$ cat src/rtl/upcounter_ctrl.sv
// rtl/upcounter_ctrl.sv - button debounce, STOP/RUN/CLEAR FSM and prescaled up-counter feeding the FND display path
module upcounter_ctrl #(
    parameter int DB_CYCLES = 1_000_000,
    parameter int TICK_DIV  = 10_000_000,
    parameter int MAX_VALUE = 9999
) (
    input  logic        i_clk,
    input  logic        i_reset,
    input  logic        i_btn_runStop,
    input  logic        i_btn_clear,
    input  logic        i_btn_onOff,
    output logic [13:0] o_value,
    output logic        o_clear,
    output logic        o_onOff,
    output logic        o_running
);

    localparam int DB_W   = $clog2(DB_CYCLES + 1);
    localparam int TICK_W = $clog2(TICK_DIV);

    typedef enum logic [1:0] {
        ST_STOP  = 2'd0,
        ST_RUN   = 2'd1,
        ST_CLEAR = 2'd2
    } state_t;

    // bit 0 = runStop, bit 1 = clear, bit 2 = onOff
    logic [2:0]      raw;
    logic [2:0]      sync1;
    logic [2:0]      sync2;
    logic [2:0]      level;
    logic [2:0]      level_d;
    logic [2:0]      press;
    logic [DB_W-1:0] db_cnt [3];

    state_t            state;
    state_t            next_state;
    logic [TICK_W-1:0] prescaler;

    assign raw   = {i_btn_onOff, i_btn_clear, i_btn_runStop};
    assign press = level & ~level_d;

    always_ff @(posedge i_clk) begin
        if (i_reset) begin
            sync1   <= '0;
            sync2   <= '0;
            level   <= '0;
            level_d <= '0;
            for (int i = 0; i < 3; i++) begin
                db_cnt[i] <= '0;
            end
        end else begin
            sync1   <= raw;
            sync2   <= sync1;
            level_d <= level;
            // Any sample agreeing with the accepted level restarts the stability window
            for (int i = 0; i < 3; i++) begin
                if (sync2[i] != level[i]) begin
                    if (db_cnt[i] == DB_W'(DB_CYCLES - 1)) begin
                        level[i]  <= sync2[i];
                        db_cnt[i] <= '0;
                    end else begin
                        db_cnt[i] <= db_cnt[i] + 1'b1;
                    end
                end else begin
                    db_cnt[i] <= '0;
                end
            end
        end
    end

    always_comb begin
        next_state = state;
        case (state)
            ST_STOP: begin
                if (press[1])      next_state = ST_CLEAR;
                else if (press[0]) next_state = ST_RUN;
            end
            ST_RUN: begin
                if (press[1])      next_state = ST_CLEAR;
                else if (press[0]) next_state = ST_STOP;
            end
            ST_CLEAR: next_state = ST_STOP;
            default:  next_state = ST_STOP;
        endcase
    end

    always_ff @(posedge i_clk) begin
        if (i_reset) begin
            state     <= ST_STOP;
            o_running <= 1'b0;
            o_clear   <= 1'b0;
            o_onOff   <= 1'b1;
            prescaler <= '0;
            o_value   <= '0;
        end else begin
            state     <= next_state;
            o_running <= (next_state == ST_RUN);
            o_clear   <= (next_state == ST_CLEAR);
            if (press[2]) begin
                o_onOff <= ~o_onOff;
            end
            // STOP holds both registers so the tick phase survives a pause
            if (state == ST_CLEAR) begin
                prescaler <= '0;
                o_value   <= '0;
            end else if (state == ST_RUN) begin
                if (prescaler == TICK_W'(TICK_DIV - 1)) begin
                    prescaler <= '0;
                    o_value   <= (o_value == 14'(MAX_VALUE)) ? 14'd0 : o_value + 14'd1;
                end else begin
                    prescaler <= prescaler + 1'b1;
                end
            end
        end
    end

endmodule

$ cat config.mk
export PLATFORM = sky130hd
export DESIGN_NAME = upcounter_ctrl
export DESIGN_NICKNAME = d
export VERILOG_FILES = /design/src/rtl/upcounter_ctrl.sv
export SDC_FILE = /design/constraint.sdc
export NUM_CORES = 1
export LEC_CHECK = 0
export CAP_MARGIN = 10
export CORE_MARGIN = 3
export CORE_UTILIZATION = 36
export DETAILED_ROUTE_END_ITERATION = 16
export MAX_ROUTING_LAYER = met4
export PLACE_DENSITY = 0.53
export SLEW_MARGIN = 10
export SYNTH_ARGS = -nofsm -noshare
export SYNTH_HDL_FRONTEND = slang
export SYNTH_SLANG_ARGS = --single-unit
export TNS_END_PERCENT = 50
$ cat constraint.sdc
create_clock -name i_clk -period 3.5 [get_ports i_clk]
set_clock_uncertainty 0.05 [all_clocks]
set_input_delay 0.875 -clock i_clk [delete_from_list [all_inputs] [get_ports i_clk]]
set_output_delay 0.875 -clock i_clk [all_outputs]
set_load 0.02 [all_outputs]
==> out/summary.txt <==
Critical Path End Type: flip-flop
CP most frequent cell: nand2_1
worst-path cell chain: nand2_1 -> nor4_1 -> nand3_2 -> nand2_1 -> nor2_1
H-tree levels: 4
initial antenna violation count: 0
final wirelength: 10,570 microns
starting density of the core: 37.73%
WL/cell: 12.54 microns
Post-Synthesis Cells: 561
flops & latches, synth: 115
Post-Layout Inst Area: 0.006828 sq mm
CTS buffer count: 17
Worst Path Max Fanout: 22
combinational power share: 2.4%
CTS tree: yes
Synth Area in Compound Gates: 4.351%
# setup viols final: 0
row count: 44
Reg power frac: 44.5%
Nets: 656
multi-input logic area: 0.002799 sq mm
static leakage: 0.002357 uW
Yosys Warn Count: 0
Detail Route Antenna Nets: 0
fin. max-slew vios: 0
simple logic cell fraction of the synthesized area: 27.09%
most common cell after layout, fill and taps aside: nor2_1
switching part of the total: 20.19%
GRT Total Usage: 13.96%
first-pass GRT wire length: 18,460 microns
Fmax achieved: 397.8 MHz
DR pass1 iterations: 4
slowest CP cell: nand2_1
Max stage delay on crit path: 700 ps
IO buf count: 21
Reg area: 0.002903 sq mm
Die Footprint: 0.01711 sq mm
max_cap viols: 0
Post-synth EDFFs: 60
status: complete, no violations
largest net degree at the start of global routing: 23
Synth Area in Adders: 1.116%
sequential share of the synthesized area: 51.76%
placed inst area: 0.006206 sq mm
XOR/XNOR share of the synthesized area: 12.81%
drc violations: 0
HP Class: flip-flop to flip-flop
RSZ-0062 raised after global routing: false
mux share of post-synthesis cell area: 0.5355%
delay-heaviest family, CP: simple AND/OR/NAND/NOR gates
Final Wtd Congestion: 0.7965
Pwr Density: 488.3 mW/mm^2
post-synth cell types: 50
IO Pins: 22
maximum vdd drop: 0.0003179 V
synthesized cell area: 0.005608 sq mm
Fin Setup TNS: 0 ps
layout cells sized above 1: 6.677%
Die W: 130.8 microns
Final Hold Fails: 0
vias: 4,094
GR Overflow Total: 0
Post-CTS Setup Inserts: 0
switching pwr: 673.3 uW
Internal: 2661 uW
largest family of logic cells by synthesized area: simple AND/OR/NAND/NOR gates
TritonCTS sink count: 115
Worst-path clk slew: 50 ps
post-cts sizing count: 0
HPWL Detailed: 7251 microns
most frequent cells in the layout: nor2_1, edfxtp_1, conb_1
Most used DFF post-synth: edfxtp_1
crit path kind: flip-flop to flip-flop
antenna cells: 0
fill count: 1,421
Worst EP required: 3710 ps
Arr. time, crit path: 2720 ps
crit path time final: 2514 ps
Iter 0 DRT Violations: 243
Root Driver: clkbuf_16
Area growth, synth to finish: 21.75%
period utilization: 71.83%
Vias/cell: 4.856
Std-Cell Core Area: 0.01486 sq mm
Worst Path Buf+Inv: 0
clk buf depth: 2
Syn Area/Cell: 9.996 sq um
vias in the first global route: 4,054
Hold-fix buffers, CTS: 0
clock share of power: 53.1%
final core utilization: 45.93%
Die Ht: 130.8 microns
Worst Tran Pin Value: 766.7 ps
Worst slew margin: 48.50%
worst skew pair latency: 410 ps
critical path launch point type: flip-flop
Hold Slack: 389.5 ps
Async SR Flop Fraction: 0%
-- power by group through the flow --
stage                     logic, uW  clock network (uW)  registers (uW)
after global routing           92.1                1880            1490
after detailed placement       78.1                   0            1510
after CTS                      78.8                1820            1480
final                          79.1                1770            1490
after global placement         77.3                   0            1510
after floorplan                61.6                   0            1500
-- per-layer routing --
| metal | wire, microns | vias up | track usage (%) |
|---|---|---|---|
| met1 | 5223 | 1933 | 17.46 |
| met4 | 176 | 0 | 5.929 |
| li1 | - | 2104 | - |
| met2 | 4876 | 43 | 20.92 |
| met5 | 0 | - | - |
| met3 | 298 | 14 | 4.350 |
-- area by class of cell --
class / count / area share [%]
clock buffers: 26 / 8.246
clock inverters: 6 / 0.8613
inverters: 11 / 0.6047
multi-input cells: 477 / 40.99
flip-flops and latches: 115 / 42.51
well taps: 184 / 3.372
repair buffers: 24 / 3.408
-- sequential cells by signal, summed over array words and instances, names as in the netlist --
signal and count:
db_cnt 60, prescaler 24, o_value 14, level 3
level_d 3, sync1 3, sync2 3, state 2
o_clear 1, o_onOff 1, o_running 1
-- worst paths after layout --
kind              slack [ps]                 startpoint  cells past startpoint                    endpoint
setup / recovery         990  prescaler[9]$_SDFFE_PP0N_                      5  prescaler[21]$_SDFFE_PP0N_
hold / removal           390        sync1[2]$_SDFF_PP0_                      1         sync2[2]$_SDFF_PP0_
setup reg to reg         990  prescaler[9]$_SDFFE_PP0N_                      5  prescaler[21]$_SDFFE_PP0N_
hold reg to reg          390        sync1[2]$_SDFF_PP0_                      1         sync2[2]$_SDFF_PP0_
-- cell usage after synthesis, types with 5 or more instances --
cell type,n,area (sq um)
and3_1,12,75.07
inv_1,11,41.29
nor4_1,5,31.28
nor2_1,109,409.1
and4_1,6,52.55
buf_2,6,30.03
a21oi_1,9,45.04
xor2_1,50,437.9
dfxtp_1,55,1101
nor4b_1,8,70.07
clkbuf_1,8,30.03
nand3_1,42,210.2
nand4_1,21,131.4
nor3_1,9,45.04
o41ai_1,7,61.31
nand2_1,36,135.1
xnor2_1,32,280.3
o211ai_1,7,52.55
ha_1,5,62.56
nor2b_1,13,81.33
or3_1,5,31.28
edfxtp_1,60,1802
-- kinds of logic after synthesis --
kind of cell,count (synthesis)
other,1
adders and majority gates,5
and+or+nand+nor,291
AOI/OAI and AO/OA,36
xor gates and xnor gates,82
buffers and inverters,28
muxes,3
DFF,115
-- through the flow --
| step | instances | worst slack [ps] | power (uW) |
|---|---|---|---|
| final | 843 | 986.1 | 3334 |
| after global routing | 843 | 726.1 | 3458 |
| after CTS | 843 | 927.2 | 3381 |
| after detailed placement | 811 | 536.3 | 1590 |
| after global placement | 811 | 624.1 | 1588 |
| after floorplan | 620 | 1437 | 1565 |
No activity file was read; power rests on OpenSTA's default activity.
